**src/rtl/ctrl_decode_cs_stage.sv**
```systemverilog
// ctrl_decode_cs_stage
//   Registered ID-stage main decoder. Turns a 32-bit instruction into an
//   ID/EX control word one cycle later, with stall (hold) and flush (NOP).
//   The cache-switch opcode runs a small sequencer instead of producing a
//   control word. The sequencer drains memory, then handshakes the target
//   bank ID with the cache controller, with a timeout.
//
//   Optional feature macro: CTRL_ILLEGAL_TRAP_EN
//     defined   : an undecoded opcode, or a switch to a non-existent bank,
//                 pulses illegal_instr and produces a NOP control word.
//     undefined : illegal_instr is tied to 0 and the default decode applies.
//
// Ports
//   clk, reset            clock (rising edge), asynchronous active-high reset
//   instr, instr_valid    instruction from IF/ID and its valid flag
//   stall_in, flush       hold / clear the control register
//   mem_busy, cs_ack      memory-outstanding flag, cache controller ack
//   ctrl_valid .. alu_op  registered ID/EX control word
//   stall_out             freezes IF/ID while a switch is in progress
//   cs_req, cs_id         switch request and target bank
//   cur_cache             currently active bank
//   cs_done, cs_err       success pulse, sticky timeout error
//   illegal_instr         illegal-instruction pulse (optional feature)
module ctrl_decode_cs_stage #(
  parameter int         NUM_CACHES    = 4,
  parameter int         ID_W          = $clog2(NUM_CACHES),
  parameter logic [6:0] SWITCH_OPCODE = 7'b1111111,
  parameter int         TIMEOUT_CYC   = 255
) (
  input  logic            clk,
  input  logic            reset,
  input  logic [31:0]     instr,
  input  logic            instr_valid,
  input  logic            stall_in,
  input  logic            flush,
  input  logic            mem_busy,
  input  logic            cs_ack,
  output logic            ctrl_valid,
  output logic            d_mem_r,
  output logic            d_mem_w,
  output logic            jump,
  output logic            branch,
  output logic            wrten_reg,
  output logic            mux_complmnt,
  output logic            mux_d_mem,
  output logic            mux_inp_1,
  output logic            mux_inp_2,
  output logic [1:0]      mux_result,
  output logic [2:0]      mux_wire_module,
  output logic [2:0]      alu_op,
  output logic            stall_out,
  output logic            cs_req,
  output logic [ID_W-1:0] cs_id,
  output logic [ID_W-1:0] cur_cache,
  output logic            cs_done,
  output logic            cs_err,
  output logic            illegal_instr
);

  typedef struct packed {
    logic       ctrl_valid;
    logic       d_mem_r;
    logic       d_mem_w;
    logic       jump;
    logic       branch;
    logic       wrten_reg;
    logic       mux_complmnt;
    logic       mux_d_mem;
    logic       mux_inp_1;
    logic       mux_inp_2;
    logic [1:0] mux_result;
    logic [2:0] mux_wire_module;
    logic [2:0] alu_op;
  } ctrl_t;

  typedef enum logic [1:0] {IDLE, DRAIN, REQ, DONE} state_t;

  localparam ctrl_t          NOP       = '0;
  localparam logic [ID_W:0]  NC_W      = (ID_W+1)'(NUM_CACHES);
  localparam logic [7:0]     CNT_LAST  = 8'(TIMEOUT_CYC - 1);

  logic [6:0]      opcode;
  logic [2:0]      fun_3;
  logic [6:0]      fun_7;
  logic [ID_W-1:0] sw_target;
  logic            is_switch;
  logic            sw_in_range;
  logic            accept;
  logic            sw_start;
  logic            known_op;
  logic            dec_illegal;
  ctrl_t           dec_word;
  ctrl_t           ctrl_reg;
  logic            illegal_reg;
  state_t          state_reg;
  logic [7:0]      cnt_reg;
  logic            stall_reg;
  logic            cs_req_reg;
  logic            cs_done_reg;
  logic            cs_err_reg;
  logic [ID_W-1:0] cs_id_reg;
  logic [ID_W-1:0] cur_cache_reg;

  assign opcode      = instr[6:0];
  assign fun_3       = instr[14:12];
  assign fun_7       = instr[31:25];
  assign sw_target   = instr[20+ID_W-1:20];
  assign is_switch   = (opcode == SWITCH_OPCODE);
  assign sw_in_range = ({1'b0, sw_target} < NC_W);
  assign accept      = instr_valid && !stall_reg && !stall_in;
  // A flushed instruction is squashed, so it cannot start a switch either.
  assign sw_start    = accept && !flush && is_switch && sw_in_range &&
                       (sw_target != cur_cache_reg);

  // Combinational decode of the instruction currently in IF/ID.
  always_comb begin
    dec_word             = NOP;
    dec_word.ctrl_valid  = 1'b1;
    dec_word.alu_op      = fun_3;
    known_op             = 1'b1;
    case (opcode)
      7'b0110111: begin // LUI
        dec_word.wrten_reg = 1'b1; dec_word.mux_d_mem = 1'b1; dec_word.mux_result = 2'd1;
        dec_word.mux_inp_2 = 1'b1; dec_word.mux_wire_module = 3'd3; dec_word.alu_op = 3'd0;
      end
      7'b0010111: begin // AUIPC
        dec_word.wrten_reg = 1'b1; dec_word.mux_d_mem = 1'b1; dec_word.mux_result = 2'd2;
        dec_word.mux_inp_2 = 1'b1; dec_word.mux_inp_1 = 1'b1; dec_word.mux_wire_module = 3'd3;
        dec_word.alu_op = 3'd0;
      end
      7'b1101111: begin // JAL
        dec_word.wrten_reg = 1'b1; dec_word.mux_d_mem = 1'b1; dec_word.mux_result = 2'd3;
        dec_word.mux_inp_2 = 1'b1; dec_word.mux_inp_1 = 1'b1; dec_word.mux_wire_module = 3'd1;
        dec_word.alu_op = 3'd0; dec_word.jump = 1'b1;
      end
      7'b1100111: begin // JALR
        dec_word.wrten_reg = 1'b1; dec_word.mux_d_mem = 1'b1; dec_word.mux_result = 2'd3;
        dec_word.mux_inp_2 = 1'b1; dec_word.mux_wire_module = 3'd4; dec_word.alu_op = 3'd0;
        dec_word.jump = 1'b1;
      end
      7'b1100011: begin // BRANCH
        dec_word.mux_complmnt = 1'b1; dec_word.alu_op = 3'd0; dec_word.branch = 1'b1;
      end
      7'b0000011: begin // LOAD
        dec_word.wrten_reg = 1'b1; dec_word.mux_result = 2'd2; dec_word.mux_inp_2 = 1'b1;
        dec_word.mux_wire_module = 3'd4; dec_word.alu_op = 3'd0; dec_word.d_mem_r = 1'b1;
      end
      7'b0100011: begin // STORE
        dec_word.mux_result = 2'd2; dec_word.mux_inp_2 = 1'b1; dec_word.mux_wire_module = 3'd2;
        dec_word.alu_op = 3'd0; dec_word.d_mem_w = 1'b1;
      end
      7'b0010011: begin // OP-IMM
        dec_word.wrten_reg = 1'b1; dec_word.mux_d_mem = 1'b1; dec_word.mux_result = 2'd2;
        dec_word.mux_inp_2 = 1'b1; dec_word.mux_wire_module = 3'd4;
      end
      7'b0110011: begin // OP
        dec_word.wrten_reg = 1'b1; dec_word.mux_complmnt = fun_7[5];
        dec_word.mux_d_mem = 1'b1; dec_word.mux_result = 2'd2;
      end
      default: known_op = 1'b0;
    endcase
`ifdef CTRL_ILLEGAL_TRAP_EN
    dec_illegal = is_switch ? !sw_in_range : !known_op;
    if (!known_op)
      dec_word = NOP;
`else
    dec_illegal = 1'b0;
`endif
    // The switch never reaches EX; the sequencer handles it instead.
    if (is_switch)
      dec_word = NOP;
  end

  // ID/EX control register: flush beats stall, idle cycles load NOP.
  always_ff @(posedge clk or posedge reset) begin
    if (reset) begin
      ctrl_reg    <= NOP;
      illegal_reg <= 1'b0;
    end else if (flush) begin
      ctrl_reg    <= NOP;
      illegal_reg <= 1'b0;
    end else if (stall_in) begin
      illegal_reg <= 1'b0;
    end else if (accept) begin
      ctrl_reg    <= dec_word;
      illegal_reg <= dec_illegal;
    end else begin
      ctrl_reg    <= NOP;
      illegal_reg <= 1'b0;
    end
  end

  // Cache-switch sequencer; all its outputs are registered alongside state.
  always_ff @(posedge clk or posedge reset) begin
    if (reset) begin
      state_reg     <= IDLE;
      cnt_reg       <= '0;
      stall_reg     <= 1'b0;
      cs_req_reg    <= 1'b0;
      cs_done_reg   <= 1'b0;
      cs_err_reg    <= 1'b0;
      cs_id_reg     <= '0;
      cur_cache_reg <= '0;
    end else begin
      cs_done_reg <= 1'b0;
      case (state_reg)
        IDLE: begin
          if (sw_start) begin
            state_reg <= DRAIN;
            cs_id_reg <= sw_target;
            stall_reg <= 1'b1;
          end
        end
        DRAIN: begin
          if (!mem_busy) begin
            state_reg  <= REQ;
            cs_req_reg <= 1'b1;
          end
        end
        REQ: begin
          // Ack wins over a coincident timeout.
          if (cs_ack) begin
            state_reg     <= DONE;
            cs_req_reg    <= 1'b0;
            cs_done_reg   <= 1'b1;
            cur_cache_reg <= cs_id_reg;
            cnt_reg       <= '0;
          end else if (cnt_reg == CNT_LAST) begin
            state_reg  <= IDLE;
            cs_req_reg <= 1'b0;
            stall_reg  <= 1'b0;
            cs_err_reg <= 1'b1;
            cnt_reg    <= '0;
          end else begin
            cnt_reg <= cnt_reg + 8'd1;
          end
        end
        DONE: begin
          state_reg <= IDLE;
          stall_reg <= 1'b0;
        end
        default: state_reg <= IDLE;
      endcase
    end
  end

  assign ctrl_valid      = ctrl_reg.ctrl_valid;
  assign d_mem_r         = ctrl_reg.d_mem_r;
  assign d_mem_w         = ctrl_reg.d_mem_w;
  assign jump            = ctrl_reg.jump;
  assign branch          = ctrl_reg.branch;
  assign wrten_reg       = ctrl_reg.wrten_reg;
  assign mux_complmnt    = ctrl_reg.mux_complmnt;
  assign mux_d_mem       = ctrl_reg.mux_d_mem;
  assign mux_inp_1       = ctrl_reg.mux_inp_1;
  assign mux_inp_2       = ctrl_reg.mux_inp_2;
  assign mux_result      = ctrl_reg.mux_result;
  assign mux_wire_module = ctrl_reg.mux_wire_module;
  assign alu_op          = ctrl_reg.alu_op;
  assign stall_out       = stall_reg;
  assign cs_req          = cs_req_reg;
  assign cs_id           = cs_id_reg;
  assign cur_cache       = cur_cache_reg;
  assign cs_done         = cs_done_reg;
  assign cs_err          = cs_err_reg;
  assign illegal_instr   = illegal_reg;

endmodule

```
**config.mk**
```make
export PLATFORM = sky130hd
export DESIGN_NAME = ctrl_decode_cs_stage
export DESIGN_NICKNAME = d
export VERILOG_FILES = /design/src/rtl/ctrl_decode_cs_stage.sv
export SDC_FILE = /design/constraint.sdc
export NUM_CORES = 1
export LEC_CHECK = 0
export ABC_CLOCK_PERIOD_IN_PS = 2800
export CORE_ASPECT_RATIO = 0.5
export CORE_MARGIN = 5
export CORE_UTILIZATION = 36
export DETAILED_ROUTE_END_ITERATION = 8
export PLACE_DENSITY = 0.67
export SETUP_SLACK_MARGIN = 0.4
export SYNTH_ARGS = -nofsm -noshare
export SYNTH_HDL_FRONTEND = slang
export SYNTH_SLANG_ARGS = --single-unit
export TNS_END_PERCENT = 20
```
**constraint.sdc**
```tcl
create_clock -name clk -period 2.8 [get_ports clk]
set_clock_uncertainty 0.05 [all_clocks]
set_input_delay 0.42 -clock clk [delete_from_list [all_inputs] [get_ports clk]]
set_output_delay 0.42 -clock clk [all_outputs]
set_load 0.02 [all_outputs]
```
Yosys cells after proc, flatten, opt, wreduce, memory -nomap -nowiden --
Index checks and enable logic that the tools add are counted.
Storage, ports and cells: flip-flop bits (word level) 36, input bits 39, output and inout port bits 27, logic and storage cells 102
Cells by class: $add $sub $neg 1, eq/ne operators 21, mux-type cells 32, bitwise operators 1, reductions and logical operators 26
Operators with widths (number):
- 18-bit 2-to-1 mux | 4
- 7-bit == test (second input constant) | 4
- 7-bit by 6-bit == test with 1-bit output (second input constant) | 3
- 7-bit OR reduction | 3
- 8-bit 2-to-1 mux | 2
- 1-bit 2-to-1 mux | 15
- 7-bit by 5-bit == test with 1-bit output (second input constant) | 2
- 3-bit one-hot mux with 4 select lines | 1
- 3-bit AND reduction | 3
- 8-bit by 1-bit adder with 8-bit output (second input constant) | 1
- 8-bit == test (second input constant) | 1
- 2-bit 2-to-1 mux | 4
- 2-bit inequality test (second input constant) | 4
- 2-bit one-hot mux with 4 select lines | 1
- 7-bit by 2-bit == test with 1-bit output (second input constant) | 1
- 2-bit one-hot mux with 3 select lines | 1
- 2-bit OR reduction | 3
- 6-bit OR reduction | 1
- 1-bit logical AND | 5
- 5-bit OR reduction | 1
- 2-bit == test (second input constant) | 2
- 1-bit one-hot mux with 2 select lines | 2
- 2-bit AND reduction | 2
- 4-bit AND reduction | 1
- 12 further kinds | 14

Depth between registers and ports, before layout --
Gate-level depths: netlist of run 1.
depth after elaboration 8, gate-level depth with buffers 5, mapped depth without buffers 5

Least setup slack after synthesis of run 1 --
OpenSTA, ideal clock, no wires.
path kind reg2reg, from reg stall_reg (netlist: stall_out), to reg cs_id_reg[0] (netlist: cs_id[0]), setup time 0.125 ns, data arrival time 1.825 ns, data required time 2.625 ns, slack 0.800 ns, cell stages (with the launch flop) 6, buffers on the path 1, cell sequence dfrtp_1 or4b_1 buf_4 nor4_4 o211ai_2 mux2_4
Between the ends: word-level cells in the longest chain between the ends 7
Ends and longest elaborated chain:
- start, declared | line 97 | logic stall_reg;
- start signal, assigned | line 198 | stall_reg <= 1'b0;
- start signal, assigned | line 211 | stall_reg <= 1'b1;
- start signal, assigned | line 231 | stall_reg <= 1'b0;
- 1-bit logical NOT | line 110 | assign accept = instr_valid && !stall_reg && !stall_in;
- 1-bit logical AND (2 in a row) | line 110
- 1-bit logical AND (3 in a row) | line 112 | assign sw_start = accept && !flush && is_switch && sw_in_range &&
- 2-bit AND reduction (no source line)
- end signal, assigned | line 210 | cs_id_reg <= sw_target;
- end, declared | line 101 | logic [ID_W-1:0] cs_id_reg;
Every way passes these cells. A chain may end at the register's enable or synchronous reset.

Worst setup path in the final report of run 1 --
from in stall_in, to reg ctrl_reg, in the netlist mux_inp_2
Between the ends: word-level cells in the longest chain between the ends 5, elaborated cells between the ends (all ways) 6, those cells by class eq/ne: 1; mux: 3; reduce/logical: 2
Ends and longest elaborated chain:
- start, declared | line 34 | input logic stall_in,
- 1-bit logical NOT | line 110
- 1-bit logical AND | line 110
- 18-bit 2-to-1 mux | line 184 | end else if (accept) begin
- 18-bit 2-to-1 mux | line 182 | end else if (stall_in) begin
- 18-bit 2-to-1 mux | line 179 | end else if (flush) begin
- end signal, assigned | line 185 | ctrl_reg <= dec_word;
- end, declared | line 93 | ctrl_t ctrl_reg;
Parallel ways exist; a longest one is shown, timed or not. The select of a mux whose other input is x is not followed.

==> flow_summary.json, run 1 <==
{
  "max_slew_margin_pct": 67.2,
  "cts_hold_buf": 0,
  "fin_util_pct": 49.8,
  "hold_depth": 2,
  "finalCriticalPeriod_ns": 2.08,
  "cts_made_buffers": 5,
  "synthCells": 175,
  "fin_nets": 263,
  "cp.required_ns": 2.98,
  "synthTopCellsByArea": "dfrtp_1 (51%), nand2_1 (5.1%), nand3_1 (3.4%)",
  "ys_warn_count": 0,
  "cp-end-kind": "flop",
  "setup_viol": 0,
  "synth_top_area_share_pct": 50.7,
  "grt_pass1_vias": 1407,
  "drc": 0,
  "post-cts-setup-buffers": 0,
  "r2r_start": "stall_out",
  "cp_slowest_cell": "or4b_1",
  "setup_slack_ns": 0.720,
  "viasPerCell": 5.04,
  "drtIter0Drc": 52,
  "setup_tns_ns": 0,
  "synth_edf_count": 0,
  "io_buffers": 45,
  "min_to": "d_mem_w",
  "place_congestion": 0.828,
  "synth_mux_area_share_pct": 2.96,
  "pre_cts_slack_ns": 0.398,
  "peakVddDrop_mv": 0.219,
  "critPathKind": "in2reg",
  "ys_types": 49,
  "fp.dieW_um": 109,
  "n_antenna_cell": 0,
  "cts_tree": "built",
  "maxSlewViolCount": 0,
  "timing.rr.end": "mux_inp_2",
  "arrival_ns": 2.26,
  "maxCapViolations": 0,
  "stdcell_area_um2": 2410,
  "synth_top_family_by_area": "simple AND/OR/NAND/NOR gates",
  "ios": 66,
  "synthToLayoutAreaGrowth_pct": 35.7,
  "synth.avg_cell_area_um2": 10.1,
  "yosys-top-cells-count": "dfrtp_1 (36), nand2_1 (24), nand3_1 (12)",
  "synth_xor_area_share_pct": 1.48,
  "crit_path_max_fanout": 9,
  "drt-pass1-iter-count": 4,
  "worst-r2r-cell-count": 5,
  "synth_most_common_cell": "dfrtp_1",
  "fillerInstances": 453,
  "totalWireLength_um": 4110,
  "critPathLaunchType": "primary input",
  "reg2reg_setup_slack_ns": 0.84,
  "status": "finished, final reports clean",
  "clk_latency_ns": 0.29,
  "coreArea_um2": 4840,
  "synth-seq-cells": 36,
  "drive_above_1_share_pct": 9.87,
  "clk_pin_slew_ns": 0.08,
  "min_from": "d_mem_w",
  "crit_chain": "clkdlybuf4s50_1, or4b_1, buf_4, a2111oi_1, a22oi_1, nand2_1",
  "die_area_um2": 6520,
  "rsz0062_at_grt": "false",
  "synthAdderAreaFrac_pct": 1.41,
  "synth_flop_cell": "dfrtp_1",
  "largest_reg_flops": 8,
  "netlist_area_um2": 1780,
  "powerDensity_nw_per_um2": 601,
  "yosys.area.top_type": "dfrtp_1",
  "ant_nets": 0,
  "clk_path_buf_depth": 2,
  "syn_nets": 216,
  "crit_buf_inv": 2,
  "async_reset_ff_share_pct": 100,
  "yosys.area_share.simple_pct": 21.1,
  "grt_first_pass_wirelength_um": 6790,
  "post_cts_resized": 0,
  "p_leak_uw": 0.00107,
  "die_h_um": 59.7,
  "cpLargestDelayFamily": "simple AND/OR/NAND/NOR gates",
  "initial_utilization_pct": 36.7,
  "placed_cell_area_um2": 2300,
  "worst_slew_pin_slew_ns": 0.487,
  "grt_antenna_before_repair": 0,
  "post-dp-hpwl_um": 3030,
  "yosysSeqAreaShare_pct": 50.7,
  "min_path_type": "reg2reg",
  "grt_max_degree": 37,
  "via_count": 1476,
  "regArea_um2": 901,
  "htreeDepth": 2,
  "num_rows": 18,
  "gr-usage-all-layers_pct": 13.6,
  "synth_compound_area_share_pct": 18.7,
  "drt-wirelength-per-cell_um": 14.0,
  "root_buffer": "clkbuf_8",
  "min_period_over_period_pct": 74.3,
  "final-hold-violation-count": 0,
  "grt_overflow": 0,
  "multi_input_area_um2": 815,
  "cpPeakStageDelay_ns": 0.57,
  "max_freq_ghz": 0.481,
  "clock_sinks": 36
}
## placed cells by master (no fill, tap or decap), types with 2 or more instances in the layout
cell	n
nor2_1	6
inv_1	6
nor4_1	3
buf_4	3
nand2b_1	4
or3_1	4
clkdlybuf4s50_1	45
o21ai_1	6
dfrtp_1	36
a21o_1	4
nand3_1	12
mux2_4	2
a211oi_1	2
ha_1	2
nand4_1	3
nor2b_1	2
mux2_2	2
nor3_1	2
a31oi_1	3
nand2_1	24
a22o_1	4
nand3b_1	2
a221o_1	2
clkbuf_8	5
o21ai_0	4
a21oi_1	7
xor2_1	3
## stage by stage
stage | hold slack, ns | total power, uW | instances
6_report | 0.434 | 1450 | 293
5_1_grt | 0.457 | 1530 | 293
4_1_cts | 0.435 | 1460 | 293
3_5_place_dp | 0.419 | 996 | 285
3_3_place_gp | 0.411 | 984 | 285
2_1_floorplan | 0.393 | 867 | 175
## report_power, final
| group | internal (uW) | switching [uW] | total, uW | leakage (uW) |
|---|---|---|---|---|
| Clock | 264 | 201 | 464 | 0.0000541 |
| Combinational | 135 | 178 | 313 | 0.000522 |
| Sequential | 583 | 87.8 | 671 | 0.000495 |
## worst register-to-register path, stage by stage, from the launching register on
cell and delay (ns):
dfrtp_1 0.39, or4b_1 0.59, buf_4 0.21, a2111oi_1 0.44
a22oi_1 0.12, nand2_1 0.09
## worst max path at each step
| stage | cells past startpoint | slack, ns | from | endpoint |
|---|---|---|---|---|
| CTS | 6 | 0.70 | stall_in | mux_inp_2 |
| finish | 6 | 0.72 | stall_in | mux_inp_2 |
| global route | 6 | 0.54 | stall_in | mux_inp_2 |
| detailed placement | 6 | 0.40 | stall_in | mux_inp_2 |
| floorplan | 5 | 0.80 | stall_out | cs_id[0] |
| global placement | 6 | 0.41 | stall_in | mux_inp_2 |
## cell type report
| class | instances | area share (%) |
|---|---|---|
| flip-flops and latches | 36 | 37.4 |
| multi-input cells | 125 | 33.8 |
| repair buffers | 48 | 19.6 |
| well taps | 70 | 3.63 |
| clock buffers | 5 | 2.86 |
| clock inverters | 3 | 1.77 |
| inverters | 6 | 0.935 |
## per-layer routing
metal	share of wire (%)	wire, um	vias up	global-route usage, %
met5	0	0	-	0
met4	1.3	52	0	5.33
met3	3.2	130	5	3.78
met2	50	2050	24	22.6
met1	46	1880	712	17.1
li1	-	-	735	-
## kinds of logic after synthesis
kind of cell	after synthesis
and+or+nand+nor	70
AOI/OAI and AO/OA	45
DFF	36
buffers and inverters	14
muxes	4
xor gates and xnor gates	3
adders and majority gates	2
other	1
Power figures use the tool's default switching activity.
==> inputs of run 2 (changes only) <==
- ABC_CLOCK_PERIOD_IN_PS: 2800 -> 1800
- PLACE_DENSITY: 0.67 -> 0.7
- clock period: 2.8 -> 1.8 ns (I/O delays scaled with it)
==> run 2 against run 1 <==
Net effect:
- power grew 57%
- die area did not move
- clock-buffer cell count increased by 3
- non-clock buffer count grew 38
- first-iteration DRC count increased by 42%
- routed wire length up 17%
- critical path type is now reg2reg
- utilization rose by 8.4 points
- design area rose by 17%
- sequential power is 51% higher
- global-route usage rose by 2.4 points
- largest cell class is now multi-input gates
- setup slack lost 0.66 ns
- sequential share of layout area decreased by 5.4 points
==> flow_summary.json, run 2 (same netlist as run 1, synthesis figures left out) <==
{
  "fp.dieW_um": 109,
  "crit_chain": "or4b_4, nor4_4, o211ai_2, mux2_4",
  "power_switching_uw": 739,
  "maxSlewViolCount": 0,
  "place_congestion": 0.835,
  "cp_slowest_cell": "or4b_4",
  "min_path_type": "in2async",
  "n_antenna_cell": 0,
  "final_common_cell": "clkdlybuf4s50_1",
  "p_int_uw": 1540,
  "drtIter0Drc": 74,
  "setup_viol": 0,
  "gr-usage-all-layers_pct": 16.1,
  "status": "finished, final reports clean",
  "cp-end-kind": "flop",
  "grt_first_pass_wirelength_um": 8040,
  "pwr-share-comb_pct": 29.5,
  "clk_pin_slew_ns": 0.08,
  "clk_path_buf_depth": 2,
  "drt-wirelength-per-cell_um": 14.6,
  "cts_made_buffers": 5,
  "finalCriticalPeriod_ns": 1.74,
  "final-hold-violation-count": 0,
  "most-common-layout-cells": "clkdlybuf4s50_1 (41), buf_4 (37), dfrtp_1 (35)",
  "rsz0062_at_grt": "true",
  "swShare_pct": 32.4,
  "ant_nets": 0,
  "num_rows": 18,
  "htreeDepth": 2,
  "root_buffer": "clkbuf_8",
  "synthToLayoutAreaGrowth_pct": 58.7,
  "grt_overflow": 0,
  "clkPwrFrac_pct": 26.1,
  "fin_util_pct": 58.2,
  "cts_tree": "built",
  "die_area_um2": 6520,
  "drt-pass1-iter-count": 4,
  "grt_antenna_before_repair": 0,
  "via_count": 1677,
  "critPathLaunchType": "flop",
  "post-dp-hpwl_um": 3410,
  "critPathKind": "reg2reg",
  "viasPerCell": 5.07,
  "ios": 66,
  "min_period_over_period_pct": 96.5,
  "totalWireLength_um": 4820,
  "max_freq_ghz": 0.576,
  "maxCapViolations": 0,
  "reg2reg_setup_slack_ns": 0.06,
  "powerDensity_nw_per_um2": 809,
  "setup_tns_ns": 0,
  "clock_sinks": 36,
  "drc": 0,
  "pre_cts_slack_ns": -0.398,
  "clk_latency_ns": 0.29,
  "fin_nets": 301,
  "setup_slack_ns": 0.0638,
  "io_buffers": 45,
  "cts_hold_buf": 0,
  "initial_utilization_pct": 36.7,
  "grt_pass1_vias": 1685,
  "arrival_ns": 1.87,
  "largest_reg_flops": 8,
  "drive_above_1_share_pct": 26.4,
  "peakVddDrop_mv": 0.392,
  "pwr-share-seq_pct": 44.4,
  "crit_path_max_fanout": 4,
  "grt_max_degree": 37,
  "worst-r2r-cell-count": 4,
  "cp.required_ns": 1.93,
  "cpPeakStageDelay_ns": 0.53,
  "p_leak_uw": 0.00130,
  "coreArea_um2": 4840,
  "die_h_um": 59.7
}
-- run 2: changes by cell type in the layout (fill, tap and decap cells not counted), sizes merged --
cell	before	now
dlymetal6s2s	0	1
bufinv	1	0
dlygate4sd2	0	3
buf	3	41
clkdlybuf4s50	45	41
clkinv	1	0
clkbuf	5	8
clkinvlp	1	0
-- run 2: final cells by class --
cell class | count | area (um2)
clock buffers | 8 | 90.1
well taps | 70 | 87.6
multi-input cells | 125 | 922
fillers | 397 | 2020
inverters | 6 | 22.5
flip-flops and latches | 36 | 902
repair buffers | 86 | 793
-- run 2: what timing repair did --
| action | in CTS | in global routing |
|---|---|---|
| hold endpoints to repair | 0 | 0 |
| setup endpoints to repair | 58 | 60 |
| gates resized for setup | 18 | 7 |
| setup buffers | 1 | 1 |
| pin swaps | 3 | 6 |
-- run 2: power by group through the flow --
stage / sequential (uW) / combinational [uW] / clock (uW)
after floorplan: 1060 / 288 / 0
after global placement: 1020 / 621 / 0
after detailed placement: 1020 / 635 / 0
after CTS: 1010 / 651 / 608
after global routing: 1030 / 744 / 644
final: 1010 / 673 / 594
-- run 2: path summary, 6_finish.rpt --
path,start,endpoint
max,stall_out,cs_id[0]
min,reset,mux_inp_1
max reg2reg,stall_out,cs_id[0]
min reg2reg,cs_err,cs_err
max in group asynchronous,reset,stall_out
min in group clk,cs_err,cs_err
-- run 2: stage by stage --
stage	instances	power, uW	hold WS, ns	instance area, um2
6_report	331	2280	0.279	2820
5_1_grt	331	2420	0.335	2820
4_1_cts	330	2270	0.290	2780
3_5_place_dp	321	1660	0.413	2590
3_3_place_gp	321	1640	0.410	2590
2_1_floorplan	175	1350	0.353	1780
-- run 2: per-layer routing --
layer  vias up  part of all wire (%)  global-route usage, %
li1        811                     -                      -
met1       810                    44                   19.9
met2        48                    50                   27.9
met3         8                   4.6                   3.88
met4         0                   1.6                   5.51
met5         -                     0                      0
-- run 2: worst max-delay path, delay by kind of cell, from the launching register on --
family             cells  cell delay (ns)
DFF                    1             0.40
AOI/OAI and AO/OA      1             0.16
and+or+nand+nor        2             0.69
muxes                  1             0.32
==> inputs of run 3 (changes only) <==
- CORE_UTILIZATION: 36 -> 40
- PLACE_DENSITY: 0.7 -> 0.76
==> run 3 against run 2 <==
Net effect:
- via count rose by 0.89%
- global-route usage up 1.4 points
- combinational power increased by 10%
- routed wire length grew 7.4%
- fmax is 3.1% lower
- largest power group unchanged
==> flow_summary.json, run 3 (same netlist as run 1, synthesis figures left out) <==
{
  "drt-wirelength-per-cell_um": 16.4,
  "cp.required_ns": 1.99,
  "grt_pass1_vias": 1699,
  "synthToLayoutAreaGrowth_pct": 61.3,
  "num_rows": 17,
  "ant_nets": 0,
  "maxCapViolations": 0,
  "cts_made_buffers": 5,
  "grt_max_degree": 37,
  "cts_hold_buf": 0,
  "largest_reg_flops": 8,
  "rsz0062_at_grt": "true",
  "io_buffers": 45,
  "die_h_um": 57.1,
  "regArea_um2": 903,
  "cp_slowest_cell": "or4b_4",
  "clock_sinks": 36,
  "grt_first_pass_wirelength_um": 8400,
  "maxSlewViolCount": 0,
  "p_leak_uw": 0.00171,
  "drtIter0Drc": 66,
  "post-dp-hpwl_um": 3550,
  "critPathKind": "reg2reg",
  "finalCriticalPeriod_ns": 1.79,
  "root_buffer": "clkbuf_8",
  "clkPwrFrac_pct": 25.6,
  "stdcell_area_um2": 2860,
  "power_switching_uw": 832,
  "timing.rr.end": "alu_op[0]",
  "placed_cells": 304,
  "coreArea_um2": 4340,
  "initial_utilization_pct": 40.9,
  "gr-usage-all-layers_pct": 17.5,
  "multi_input_area_um2": 956,
  "arrival_ns": 1.98,
  "fillerInstances": 328,
  "final_common_cell": "dfrtp_1",
  "placed_cell_area_um2": 2540,
  "totalWireLength_um": 5180,
  "viasPerCell": 5.37,
  "fin_util_pct": 66.0,
  "cpPeakStageDelay_ns": 0.54,
  "pwr-share-comb_pct": 31.1,
  "crit_path_max_fanout": 7,
  "grt_overflow": 0,
  "n_antenna_cell": 0,
  "critPathLaunchType": "flop",
  "setup_tns_ns": 0,
  "worst-r2r-cell-count": 5,
  "drt-pass1-iter-count": 4,
  "ios": 66,
  "cp-end-kind": "flop",
  "status": "finished, final reports clean",
  "cts_tree": "built",
  "setup_viol": 0,
  "drc": 0,
  "clk_pin_slew_ns": 0.07,
  "fin_nets": 298,
  "fp.dieW_um": 104,
  "r2r_start": "stall_out",
  "htreeDepth": 2,
  "final-hold-violation-count": 0,
  "via_count": 1692,
  "cpLargestDelayFamily": "simple AND/OR/NAND/NOR gates",
  "max_freq_ghz": 0.558,
  "drive_above_1_share_pct": 31.8,
  "place_congestion": 0.922,
  "whs_ns": 0.270,
  "powerDensity_nw_per_um2": 831,
  "swShare_pct": 35.0,
  "min_path_type": "in2async",
  "crit_chain": "or4b_4, buf_6, a2111oi_2, buf_4, a22o_1",
  "crit_buf_inv": 2,
  "clk_latency_ns": 0.29,
  "clk_path_buf_depth": 2,
  "most-common-layout-cells": "dfrtp_1 (34), buf_4 (32), dlymetal6s2s_1 (24)",
  "grt_antenna_before_repair": 0,
  "pwr-share-seq_pct": 43.3,
  "stdcell_count": 315,
  "p_int_uw": 1550,
  "die_area_um2": 5950,
  "peakVddDrop_mv": 0.580,
  "reg2reg_setup_slack_ns": 0.009,
  "min_period_over_period_pct": 99.5
}
## run 3: changes by cell type in the layout (fill, tap and decap cells not counted), moves of 2 or more
cell,change
a21oi_1,-3
a21oi_2,+3
buf_4,-5
buf_6,+4
clkbuf_1,-2
clkdlybuf4s50_1,-24
clkinv_2,+2
dlymetal6s2s_1,+23
nor4_1,-2
nor4_2,+2
o21ai_1,-4
o21ai_2,+3
## run 3: worst max path at each step
stage / slack, ns / cells past startpoint / end / start
global route: -0.06 / 4 / cs_id[1] / stall_out
finish: 0.009 / 5 / alu_op[0] / stall_out
detailed placement: -0.42 / 6 / mux_complmnt / flush
floorplan: -0.05 / 5 / cs_id[0] / stall_out
CTS: 0.02 / 4 / cs_id[1] / stall_out
global placement: -0.34 / 6 / mux_inp_2 / flush
## run 3: routing by layer
layer | vias to the layer above | track usage [%] | routed length, um
li1 | 805 | - | -
met1 | 836 | 20.5 | 2170
met2 | 41 | 31.3 | 2710
met3 | 10 | 4.18 | 207
met4 | 0 | 7.20 | 89
met5 | - | 0 | 0
## run 3: what timing repair did
| action | CTS | global route |
|---|---|---|
| pin swaps | 4 | 9 |
| gates resized for setup | 16 | 49 |
| hold endpoints to repair | 0 | 0 |
| endpoints found under the setup margin | 60 | 60 |
| setup buffers | 0 | 3 |
## run 3: metrics by stage
| step | setup slack (ns) | power, uW |
|---|---|---|
| 4_1_cts | 0.0233 | 2260 |
| 6_report | 0.00858 | 2380 |
| 5_1_grt | -0.0593 | 2520 |
| 3_3_place_gp | -0.342 | 1610 |
| 3_5_place_dp | -0.420 | 1640 |
| 2_1_floorplan | -0.0473 | 1350 |
## run 3: area by class of cell
type / count / share of cell area (%)
flip-flops and latches: 36 / 31.5
inverters: 6 / 0.786
well taps: 57 / 2.49
clock inverters: 2 / 0.349
clock buffers: 6 / 2.88
repair buffers: 83 / 28.6
multi-input cells: 125 / 33.4
## run 3: worst min-delay path: stages
cell and delay (ns):
clkdlybuf4s50_1 0.40, inv_1 0.09, buf_12 0.23
## run 3: power by group through the flow
stage | Combinational (uW) | Sequential (uW) | Clock, uW
3_5_place_dp | 615 | 1030 | 0
3_3_place_gp | 594 | 1020 | 0
4_1_cts | 629 | 1010 | 618
5_1_grt | 816 | 1050 | 661
2_1_floorplan | 288 | 1060 | 0
6_report | 741 | 1030 | 608
